## config.mk

```make
export PLATFORM = sky130hd
export DESIGN_NAME = rs_age_multi_cdb
export DESIGN_NICKNAME = d
export VERILOG_FILES = /design/src/rtl/rs_age_multi_cdb.sv
export SDC_FILE = /design/constraint.sdc
export NUM_CORES = 1
export LEC_CHECK = 0
export BUFFER_PORTS_ARGS = -buffer_cell sky130_fd_sc_hd__buf_2
export CORE_ASPECT_RATIO = 1.75
export CORE_MARGIN = 2
export CORE_UTILIZATION = 50
export DETAILED_ROUTE_END_ITERATION = 12
export GPL_TIMING_DRIVEN = 0
export HOLD_SLACK_MARGIN = 0.1
export PLACE_DENSITY = 0.65
export SLEW_MARGIN = 10
export SYNTH_ARGS = -nofsm -noshare
export SYNTH_HDL_FRONTEND = slang
export SYNTH_SLANG_ARGS = --single-unit
export TNS_END_PERCENT = 1
```

## constraint.sdc

```tcl
create_clock -name clock -period 9.7 [get_ports clock]
set_clock_uncertainty 0.05 [all_clocks]
set_input_delay 1.94 -clock clock [delete_from_list [all_inputs] [get_ports clock]]
set_output_delay 1.94 -clock clock [all_outputs]
set_load 0.005 [all_outputs]
```

## src/rtl/rs_age_multi_cdb.sv

```systemverilog
// Age-ordered reservation station with NUM_CDB wakeup ports and free count.
// Optional RS_FLUSH_EN adds a synchronous flush input.
module rs_age_multi_cdb #(
   parameter int RS_DEPTH = 8,
   parameter int NUM_CDB = 2,
   parameter int NUM_FU = 5,
   parameter int TAG_W = 6,
   parameter int INST_W = 32,
   parameter int IDX_W = $clog2(RS_DEPTH),
   localparam int FU_W = $clog2(NUM_FU),
   localparam int CNT_W = $clog2(RS_DEPTH + 1)
) (
   input  logic                     clock,
   input  logic                     reset,
`ifdef RS_FLUSH_EN
   input  logic                     flush,
`endif
   input  logic                     alloc_valid,
   output logic                     alloc_ready,
   input  logic [FU_W-1:0]          alloc_fu,
   input  logic [INST_W-1:0]        alloc_inst,
   input  logic [TAG_W-1:0]         alloc_dest,
   input  logic [TAG_W-1:0]         alloc_src1,
   input  logic [TAG_W-1:0]         alloc_src2,
   input  logic                     alloc_src1_rdy,
   input  logic                     alloc_src2_rdy,
   input  logic [NUM_CDB-1:0]       cdb_valid,
   input  logic [NUM_CDB*TAG_W-1:0] cdb_tag,
   input  logic [NUM_FU-1:0]        fu_busy,
   input  logic                     issue_en,
   output logic                     issue_valid,
   output logic [FU_W-1:0]          issue_fu,
   output logic [INST_W-1:0]        issue_inst,
   output logic [TAG_W-1:0]         issue_dest,
   output logic [TAG_W-1:0]         issue_src1,
   output logic [TAG_W-1:0]         issue_src2,
   output logic [IDX_W-1:0]         issue_index,
   output logic [CNT_W-1:0]         free_count
);

   logic [RS_DEPTH-1:0] vld_q, s1r_q, s2r_q;
   logic [FU_W-1:0]     fu_q   [RS_DEPTH];
   logic [INST_W-1:0]   inst_q [RS_DEPTH];
   logic [TAG_W-1:0]    dest_q [RS_DEPTH];
   logic [TAG_W-1:0]    s1_q   [RS_DEPTH];
   logic [TAG_W-1:0]    s2_q   [RS_DEPTH];
   // older_q[i][j] set: entry i was allocated before entry j
   logic [RS_DEPTH-1:0] older_q [RS_DEPTH];
   logic [CNT_W-1:0]    free_q;

   logic [RS_DEPTH-1:0] fu_blk, elig, pick;
   logic [IDX_W-1:0]    alloc_idx;
   logic                do_alloc, do_issue;

   function automatic logic cdb_hit(
      input logic [TAG_W-1:0]         tag,
      input logic [NUM_CDB-1:0]       v,
      input logic [NUM_CDB*TAG_W-1:0] t
   );
      logic hit;
      hit = 1'b0;
      for (int k = 0; k < NUM_CDB; k++)
         if (v[k] && t[k*TAG_W +: TAG_W] == tag && tag != '0)
            hit = 1'b1;
      return hit;
   endfunction

   always_comb begin
      fu_blk = '0;
      elig = '0;
      for (int i = 0; i < RS_DEPTH; i++) begin
         for (int f = 0; f < NUM_FU; f++)
            if (fu_q[i] == FU_W'(f)) fu_blk[i] = fu_busy[f];
         elig[i] = vld_q[i] & s1r_q[i] & s2r_q[i] & ~fu_blk[i];
      end
   end

   // An eligible entry wins unless some older entry is also eligible
   always_comb begin
      pick = '0;
      for (int i = 0; i < RS_DEPTH; i++) begin
         pick[i] = elig[i];
         for (int j = 0; j < RS_DEPTH; j++)
            if (j != i && elig[j] && older_q[j][i]) pick[i] = 1'b0;
      end
   end

   always_comb begin
      issue_valid = |elig;
      issue_index = '0;
      issue_fu = '0;
      issue_inst = '0;
      issue_dest = '0;
      issue_src1 = '0;
      issue_src2 = '0;
      for (int i = 0; i < RS_DEPTH; i++)
         if (pick[i]) begin
            issue_index = IDX_W'(i);
            issue_fu = fu_q[i];
            issue_inst = inst_q[i];
            issue_dest = dest_q[i];
            issue_src1 = s1_q[i];
            issue_src2 = s2_q[i];
         end
   end

   always_comb begin
      alloc_idx = '0;
      for (int i = RS_DEPTH - 1; i >= 0; i--)
         if (!vld_q[i]) alloc_idx = IDX_W'(i);
   end

   assign alloc_ready = ~&vld_q;
   assign do_alloc = alloc_valid & alloc_ready;
   assign do_issue = issue_valid & issue_en;
   assign free_count = free_q;

   always_ff @(posedge clock or negedge reset) begin
      if (!reset) begin
         vld_q <= '0;
         s1r_q <= '0;
         s2r_q <= '0;
         free_q <= CNT_W'(RS_DEPTH);
         for (int i = 0; i < RS_DEPTH; i++) begin
            fu_q[i] <= '0;
            inst_q[i] <= '0;
            dest_q[i] <= '0;
            s1_q[i] <= '0;
            s2_q[i] <= '0;
            older_q[i] <= '0;
         end
      end
`ifdef RS_FLUSH_EN
      else if (flush) begin
         vld_q <= '0;
         free_q <= CNT_W'(RS_DEPTH);
      end
`endif
      else begin
         for (int i = 0; i < RS_DEPTH; i++) begin
            if (cdb_hit(s1_q[i], cdb_valid, cdb_tag)) s1r_q[i] <= 1'b1;
            if (cdb_hit(s2_q[i], cdb_valid, cdb_tag)) s2r_q[i] <= 1'b1;
         end
         if (do_issue) vld_q[issue_index] <= 1'b0;
         if (do_alloc) begin
            vld_q[alloc_idx] <= 1'b1;
            fu_q[alloc_idx] <= alloc_fu;
            inst_q[alloc_idx] <= alloc_inst;
            dest_q[alloc_idx] <= alloc_dest;
            s1_q[alloc_idx] <= alloc_src1;
            s2_q[alloc_idx] <= alloc_src2;
            s1r_q[alloc_idx] <= alloc_src1_rdy | (alloc_src1 == '0)
                              | cdb_hit(alloc_src1, cdb_valid, cdb_tag);
            s2r_q[alloc_idx] <= alloc_src2_rdy | (alloc_src2 == '0)
                              | cdb_hit(alloc_src2, cdb_valid, cdb_tag);
            for (int j = 0; j < RS_DEPTH; j++)
               older_q[j][alloc_idx] <= vld_q[j];
            older_q[alloc_idx] <= '0;
         end
         if (do_alloc && !do_issue)
            free_q <= free_q - CNT_W'(1);
         else if (do_issue && !do_alloc)
            free_q <= free_q + CNT_W'(1);
      end
   end

endmodule
```

==> results_dict.tcl, run 1 <==
set metrics [dict create \
    avgRoutedWirePerCell_um 26.5 \
    hold_buffers 0 \
    post_cts_resized 0 \
    r2r_cells 9 \
    synth_top_family_by_area "simple AND/OR/NAND/NOR gates" \
    grt-ovfl-total 0 \
    io_buffer_count 84 \
    rsz0062_at_grt "no" \
    synth_compound_area_frac 0.118 \
    cts_tree "done" \
    start_util 0.504 \
    drive_above_1_share 0.102 \
    clk_latency_ns 0.62 \
    path_cells "buf_2, mux2_1, a311o_1, nor2_4, nand2_1, a2111oi_4, clkbuf_1, a22oi_1, a31oi_1, buf_2" \
    htree_levels 2 \
    ys_types 77 \
    cellPowerDensity_nw_per_um2 334 \
    status "finished, final reports clean" \
    cts_sinks 508 \
    syn-num-nets 3200 \
    drc 0 \
    layout_common_cells "nand2_1, dfrtp_1, clkbuf_1" \
    crit_path_start_kind "primary input" \
    setup_slack_ns 1.52 \
    die_h_um 310 \
    via_per_inst 6.19 \
    synth_mux_area_frac 0.0136 \
    layout_commonest_cell "nand2_1" \
    min_period_ns 8.18 \
    r2r_end "inst_q[27]$_DFFE_PN0P_" \
    worstPathArrival_ns 6.19 \
    routed_wl_mm 106 \
    cp-startpoint "fu_busy[3]" \
    grt_max_degree 113 \
    placed_area_um2 28200 \
    hold_class "flip-flop to flip-flop" \
    place_worst_setup_slack_ns 1.84 \
    synth.yosys.seq_area_share 0.475 \
    ioPinCount 140 \
    r2r-start "vld_q[1]$_DFF_PN0_" \
    crit_required_ns 7.71 \
    final.period_utilization 0.844 \
    cts-buffers-inserted 50 \
    antenna_left 0 \
    syn_avg_cell_area_um2 8.59 \
    via_count 24600 \
    max_cap_viol_count 0 \
    drt-pass1-iter-count 6 \
    hp-start "inst_q[226]$_DFFE_PN0P_" \
    core_um2 53100 \
    crit_type "primary input to primary output" \
    die-area_um2 55500 \
    rows 112 \
    slew_headroom 0.116 \
    dominantRegCellSynth "dfrtp_1" \
    synth_seq_cells 508 \
    layout.nets 3342 \
    power_leakage_uw 0.0139 \
    grt_use_total 0.383 \
    crit_top_cell "buf_2" \
    cp_max_fo 10 \
    hold_depth 2 \
    synthAdderAreaFrac 0.00215 \
    synth_area_um2 26800 \
    path_clk_slew_ns 0.07 \
    place_inst 3892 \
    ys_warn_count 0 \
    drt_iter0_markers 2189 \
    end_kind "primary output" \
    syn-instance-count 3118 \
    cts.path.max_buffers 3 \
    fmax_mhz 122 \
    fin_cells 3984 \
    syn_to_final_growth_pct 11.6 \
    synthArstFlopShare 1.00 \
    gp_congestion 0.991 \
    cts_root_buf "clkbuf_16" \
    synth_xor_xnor_area_share 0.0716 \
    r2r_slack_ns 5.23 \
    ir_drop_uv 326 \
    hold_end "inst_q[226]$_DFFE_PN0P_" \
    finalSetupViolations 0 \
    cp_slowest_cell "a2111oi_4" \
    synthSimpleGateAreaFrac 0.262 \
    fin_area_um2 29900 \
    worst_slew_pin_slew_ns 1.33 \
    dieWidth_um 179 \
    worst_path_largest_cell_delay_ns 1.04 \
    fillCellCount 4977 \
    grt_pass1_vias 24900 \
    place_hpwl_mm 74.9 \
    synth-edff-count 0 \
    grt_pass1_wl_mm 156 \
    report.final.slew_viol_count 0 \
    cts_setup_buffers 0 \
    hold_violations 0 \
    hold_slack_ns 0.421 \
    antenna_found_initial 5 \
]
## flip-flops by register name (all words and copies together) (netlist names)
register    flops
s2r_q           8
vld_q           8
free_count      4
s1r_q           8
fu_q           24
s1_q           48
s2_q           48
dest_q         48
inst_q        256
older_q        56
## synthesized netlist by cell type, types with 16 or more instances
| library cell | number | area share |
|---|---|---|
| o311ai_0 | 34 | 0.011 |
| xnor2_1 | 108 | 0.035 |
| nand4_1 | 37 | 0.0086 |
| nor2_1 | 74 | 0.010 |
| a31oi_1 | 53 | 0.012 |
| a21oi_1 | 47 | 0.0088 |
| clkbuf_1 | 183 | 0.026 |
| dfrtp_1 | 507 | 0.47 |
| inv_1 | 69 | 0.0097 |
| o22ai_1 | 51 | 0.012 |
| o21ai_0 | 68 | 0.013 |
| nand3_1 | 79 | 0.015 |
| xor2_1 | 111 | 0.036 |
| nor4_1 | 41 | 0.0096 |
| buf_4 | 44 | 0.012 |
| or4_1 | 16 | 0.0045 |
| nor3_1 | 19 | 0.0036 |
| o311ai_1 | 16 | 0.0052 |
| nor4b_2 | 47 | 0.026 |
| nand2_1 | 1195 | 0.17 |
| buf_2 | 26 | 0.0049 |
| a22oi_1 | 66 | 0.018 |
| o221ai_1 | 56 | 0.018 |
| mux2_2 | 24 | 0.010 |
| buf_1 | 20 | 0.0028 |
## stage by stage
step,TNS (ns),utilization,power [uW]
global route,0,0.563,10500
global placement,-1858.95,0.528,7700
detailed placement,0,0.531,7830
finish,0,0.563,9980
floorplan,0,-,5950
CTS,0,0.563,9880
## worst max-delay path by stage
stage / endpoint / slack (ns) / cells after the start
final: issue_src2[5] / 1.52 / 10
after CTS: issue_dest[0] / 1.84 / 11
after global placement: s2_q[2]$_DFFE_PN0P_ / -3.78 / 1
after detailed placement: issue_inst[1] / 1.84 / 11
after global routing: issue_src2[5] / 1.56 / 10
after floorplan: issue_dest[0] / 3.72 / 10
## report_power, final
| part | internal (uW) | leakage [uW] | switching, uW |
|---|---|---|---|
| Clock | 1150 | 0.000813 | 899 |
| Sequential | 2840 | 0.00646 | 642 |
| Combinational | 1590 | 0.00667 | 2850 |
## critical path, delay by kind of cell
kind                   cells  cell delay, ns
AOI/OAI and AO/OA          4            2.19
buffers and inverters      3            1.27
and+or+nand+nor            2            0.47
muxes                      1            0.31
## kinds of logic (layout without fill, tap and decap cells)
group           Yosys count  after routing
xor+xnor                219            219
compound gates          440            440
simple gates           1566           1566
flops                   508            508
buf+inv                 348            528
fa+ha+maj                 4              4
other cells               0              2
mux                      33             33
## per-layer routing
layer	vias up	global-route usage	routed length [um]
li1	10800	-	-
met1	12100	0.407	35600
met2	1260	0.639	51300
met3	504	0.0799	7810
met4	6	0.333	10900
met5	-	0	49
## final cells by class
cell class              instances  area, um2  area share
diodes                          2       5.00    0.000167
flip-flops and latches        508      12700       0.425
repair buffers                 90        576      0.0193
clock buffers                  71       1410      0.0472
multi-input cells            2262      12500       0.419
clock inverters                19        248     0.00829
plain buffers                 279       1290      0.0432
well taps                     684        856      0.0286
inverters                      69        259     0.00867
Note: power is estimated with default switching activity, not from simulation.
==> run 2, diff against run 1 <==
Settings changed: PLACE_DENSITY 0.65 to 0.68.
Clock period 9.7 ns to 6.9 ns, I/O delays scaled along.
==> run 2 against run 1 <==
Against the previous run:
- hold slack better by 0.0030 ns
- register-to-register slack worse by 2.9 ns
- cell area down 0.24%
- sequential cell count stayed put
- clock power up 33%
- via count rose by 0.90%
==> results_dict.tcl, run 2 (synthesis results as in run 1) <==
set metrics [dict create \
    clk_latency_ns 0.60 \
    hold_violations 0 \
    start_util 0.504 \
    crit_type "primary input to primary output" \
    routed_wl_mm 104 \
    die_h_um 310 \
    p_total_uw 13900 \
    hold_buffers 0 \
    ioPinCount 140 \
    via_per_inst 6.25 \
    cts-buffers-inserted 48 \
    power_leakage_uw 0.0139 \
    cellPowerDensity_nw_per_um2 465 \
    die-area_um2 55500 \
    crit_buf_inv 3 \
    cp_slowest_cell "nor2_1" \
    antenna_found_initial 5 \
    grt_max_degree 110 \
    cts_setup_buffers 0 \
    path_delay_family "simple AND/OR/NAND/NOR gates" \
    multiInputGateArea_um2 12500 \
    crit_path_start_kind "primary input" \
    final_core_util 0.561 \
    rsz0062_at_grt "no" \
    grt-ovfl-total 0 \
    ir_drop_uv 260 \
    largest_register_ff_count 256 \
    max_cap_viol_count 0 \
    seqCellArea_um2 12700 \
    worstPathArrival_ns 5.41 \
    top_regs "inst_q: 256 flops, older_q: 56 flops" \
    grt_pass1_wl_mm 154 \
    drt_iter0_markers 2364 \
    final.period_utilization 0.991 \
    report.final.slew_viol_count 0 \
    syn_to_final_growth_pct 11.3 \
    min_period_ns 6.84 \
    hold_class "flip-flop to flip-flop" \
    cts_root_buf "clkbuf_16" \
    cts_tree "done" \
    rows 112 \
    drive_above_1_share 0.101 \
    slew_headroom 0.0634 \
    grt_pass1_vias 25200 \
    antenna_left 0 \
    fillCellCount 4925 \
    core_um2 53100 \
    end_kind "primary output" \
    finalSetupViolations 0 \
    layout_commonest_cell "nand2_1" \
    status "finished, final reports clean" \
    grt_use_total 0.376 \
    fmax_mhz 146 \
    cts_sinks 508 \
    cts.path.max_buffers 3 \
    dieWidth_um 179 \
    worst_slew_pin_slew_ns 1.40 \
    crit_top_cell "buf_2" \
    cp_max_fo 10 \
    worst_path_largest_cell_delay_ns 0.82 \
    htree_levels 2 \
    path_clk_slew_ns 0.06 \
    layout.nets 3340 \
    via_count 24900 \
    place_hpwl_mm 74.0 \
    hold_slack_ns 0.424 \
    drc 0 \
    gp_congestion 1.00 \
    avgRoutedWirePerCell_um 26.1 \
    io_buffer_count 84 \
    regMostFlops "inst_q" \
    layout_common_cells "nand2_1, dfrtp_1, clkbuf_1" \
    drt-pass1-iter-count 5 \
    crit_required_ns 5.47 \
    path_cells "buf_2, mux2_1, a311oi_2, and2_1, a22o_1, nor3_2, nor2_1, buf_2, o221ai_1, a31oi_1, buf_2" \
]
-- run 2: routing by layer --
layer / vias up / share of wire / track usage / wire (um)
li1: 10800 / - / - / -
met1: 12100 / 0.34 / 0.406 / 35100
met2: 1394 / 0.48 / 0.615 / 49700
met3: 537 / 0.078 / 0.0794 / 8060
met4: 6 / 0.11 / 0.339 / 10900
met5: - / 0.00033 / 0 / 34
-- run 2: power by group --
group          switching, uW  internal (uW)
logic                   3990           2240
clock network           1220           1510
registers                908           4000
total                   6110           7740
-- run 2: metrics by stage --
stage          std cells  instance area, um2  worst slack [ns]  TNS [ns]
3_5_place_dp        3892               28200             0.135         0
2_1_floorplan       3118               26800              2.04         0
3_3_place_gp        3886               28100             -5.78  -2888.11
6_report            3981               29800            0.0628         0
5_1_grt             3978               29800           0.00187         0
4_1_cts             3978               29800             0.122         0
-- run 2: what timing repair did --
action / in CTS / in global routing
setup endpoints to repair: 0 / 5
gates resized for setup: 0 / 1
endpoints found under the hold margin: 0 / 0
-- run 2: cell type report --
| type | instances | area share |
|---|---|---|
| clock buffers | 73 | 0.0478 |
| clock inverters | 13 | 0.00516 |
| multi-input cells | 2262 | 0.420 |
| inverters | 69 | 0.00869 |
| plain buffers | 279 | 0.0433 |
| diodes | 3 | 0.000252 |
| well taps | 684 | 0.0287 |
| repair buffers | 90 | 0.0193 |
| flip-flops and latches | 508 | 0.426 |
-- run 2: final timing paths --
check | start | to | slack [ns] | cells past startpoint
worst max-delay path | fu_busy[3] | issue_src2[5] | 0.06 | 11
worst min-delay path | inst_q[253]$_DFFE_PN0P_ | inst_q[253]$_DFFE_PN0P_ | 0.42 | 2
worst max register to register | vld_q[0]$_DFF_PN0_ | inst_q[29]$_DFFE_PN0P_ | 2.37 | 9
worst min register to register | inst_q[253]$_DFFE_PN0P_ | inst_q[253]$_DFFE_PN0P_ | 0.42 | 2
max in group asynchronous | reset | s2_q[7]$_DFFE_PN0P_ | 4.25 | 4
min in group asynchronous | reset | inst_q[79]$_DFFE_PN0P_ | 0.64 | 1
-- run 2: worst min-delay path, stage by stage, from the launching register on --
cell	delay, ns
dfrtp_1	0.34
nand2_1	0.05
nand2_1	0.05
==> run 3, diff against run 2 <==
Settings changed: CELL_PAD_IN_SITES_DETAIL_PLACEMENT set to 0, CELL_PAD_IN_SITES_GLOBAL_PLACEMENT set to 1, PLACE_DENSITY 0.68 to 0.82.
Clock period 6.9 ns to 8.8 ns, I/O delays scaled along.
==> run 3 against run 2 <==
Against the previous run:
- final cell count stayed put
- first-iteration DRC count shrank 9.9%
- non-clock buffer count fell by 1
- setup slack improved by 1.1 ns
- count of clock-buffer cells in the layout grew 2
- total power shrank 22%
- sequential power is 22% lower
- combinational power fell by 22%
- cell area decreased by 0.18%
- via count down 2.0%
- critical path depth stayed put
- critical endpoint is now issue_inst[4]
- highest routed layer is now met4
==> results_dict.tcl, run 3 (synthesis results as in run 1) <==
set metrics [dict create \
    crit_type "primary input to primary output" \
    fmax_mhz 131 \
    rsz0062_at_grt "no" \
    grt_pass1_vias 24400 \
    grt_use_total 0.379 \
    status "finished, final reports clean" \
    r2r_slack_ns 4.25 \
    post_cts_resized 0 \
    cts_setup_buffers 0 \
    place_inst 3891 \
    r2r_end "inst_q[28]$_DFFE_PN0P_" \
    worst_setup_path_endpoint "issue_inst[4]" \
    die_h_um 310 \
    drt-pass1-iter-count 6 \
    hold_violations 0 \
    min_period_ns 7.65 \
    cp-startpoint "fu_busy[3]" \
    layout_common_cells "nand2_1, dfrtp_1, clkbuf_1" \
    cts-buffers-inserted 49 \
    cts.path.max_buffers 3 \
    max_cap_viol_count 0 \
    r2r_cells 9 \
    finalSetupViolations 0 \
    worstPathArrival_ns 5.84 \
    gp_congestion 0.983 \
    hold_buffers 0 \
    rows 112 \
    io_buffer_count 84 \
    die-area_um2 55500 \
    r2r-start "vld_q[1]$_DFF_PN0_" \
    path_clk_slew_ns 0.06 \
    final_core_util 0.560 \
    worst_slew_pin_slew_ns 1.37 \
    routed_wl_mm 104 \
    power_leakage_uw 0.0139 \
    via_per_inst 6.12 \
    layout_commonest_cell "nand2_1" \
    hold_slack_ns 0.421 \
    grt_pass1_wl_mm 154 \
    slew_headroom 0.0881 \
    htree_levels 2 \
    dieWidth_um 179 \
    start_util 0.504 \
    placed_area_um2 28200 \
    report.final.slew_viol_count 0 \
    cellPowerDensity_nw_per_um2 364 \
    grt-ovfl-total 0 \
    cts_root_buf "clkbuf_16" \
    clk_latency_ns 0.60 \
    hold_class "flip-flop to flip-flop" \
    antenna_left 0 \
    regMostFlops "inst_q" \
    antenna_found_initial 0 \
    crit_path_start_kind "primary input" \
    final.period_utilization 0.869 \
    antenna_cells 0 \
    cp_max_fo 10 \
    avgRoutedWirePerCell_um 26.2 \
    syn_to_final_growth_pct 11.1 \
    top_regs "inst_q: 256 flops, older_q: 56 flops" \
    drt_iter0_markers 2129 \
    ir_drop_uv 204 \
    via_count 24400 \
    end_kind "primary output" \
    fin_area_um2 29800 \
    grt_max_degree 113 \
    fin_cells 3981 \
    ioPinCount 140 \
    drc 0 \
    crit_required_ns 6.99 \
    cts_tree "done" \
    cts_sinks 508 \
    drive_above_1_share 0.101 \
    place_hpwl_mm 74.4 \
    layout.nets 3340 \
    largest_register_ff_count 256 \
    core_um2 53100 \
    fin_tns_setup_ns 0 \
]
-- run 3: stage by stage --
step	total power (uW)	setup slack [ns]
final	10800	1.15
after global routing	11400	1.18
after CTS	10800	1.28
after detailed placement	8620	1.26
after global placement	8490	-4.48
after floorplan	6560	3.18
-- run 3: layout make-up --
class | count | area, um2
repair buffers | 89 | 548
inverters | 69 | 259
clock buffers | 75 | 1450
plain buffers | 279 | 1290
well taps | 684 | 856
multi-input cells | 2262 | 12500
flip-flops and latches | 508 | 12700
fillers | 4971 | 23300
clock inverters | 15 | 121
-- run 3: layer usage --
metal,vias to the layer above,GRT usage,part of all wire
li1,10800,-,-
met1,12000,0.418,0.35
met2,1185,0.651,0.50
met3,418,0.0538,0.063
met4,0,0.294,0.091
met5,-,0,0
-- run 3: where the power goes --
group          internal (uW)  switching (uW)  leakage, uW  total, uW
Sequential              3140             699      0.00646       3830
Clock                   1160             963     0.000775       2130
Combinational           1750            3110      0.00665       4860
-- run 3: worst min-delay path by stage --
stage	end	depth (start not counted)	from	slack, ns
after floorplan	inst_q[190]$_DFFE_PN0P_	2	inst_q[190]$_DFFE_PN0P_	0.39
after global placement	inst_q[231]$_DFFE_PN0P_	2	inst_q[231]$_DFFE_PN0P_	0.40
after detailed placement	inst_q[190]$_DFFE_PN0P_	2	inst_q[190]$_DFFE_PN0P_	0.40
after global routing	inst_q[241]$_DFFE_PN0P_	2	inst_q[241]$_DFFE_PN0P_	0.44
after CTS	inst_q[190]$_DFFE_PN0P_	2	inst_q[190]$_DFFE_PN0P_	0.42
final	inst_q[242]$_DFFE_PN0P_	2	inst_q[242]$_DFFE_PN0P_	0.42
-- run 3: critical path, stage by stage --
cell	delay (ns)
buf_2	0.17
mux2_1	0.31
a311o_1	0.48
nor2_4	0.32
nand2_1	0.15
a2111oi_4	1.05
nor2_1	0.58
clkbuf_1	0.40
o221ai_1	0.20
a31oi_1	0.20
buf_2	0.19
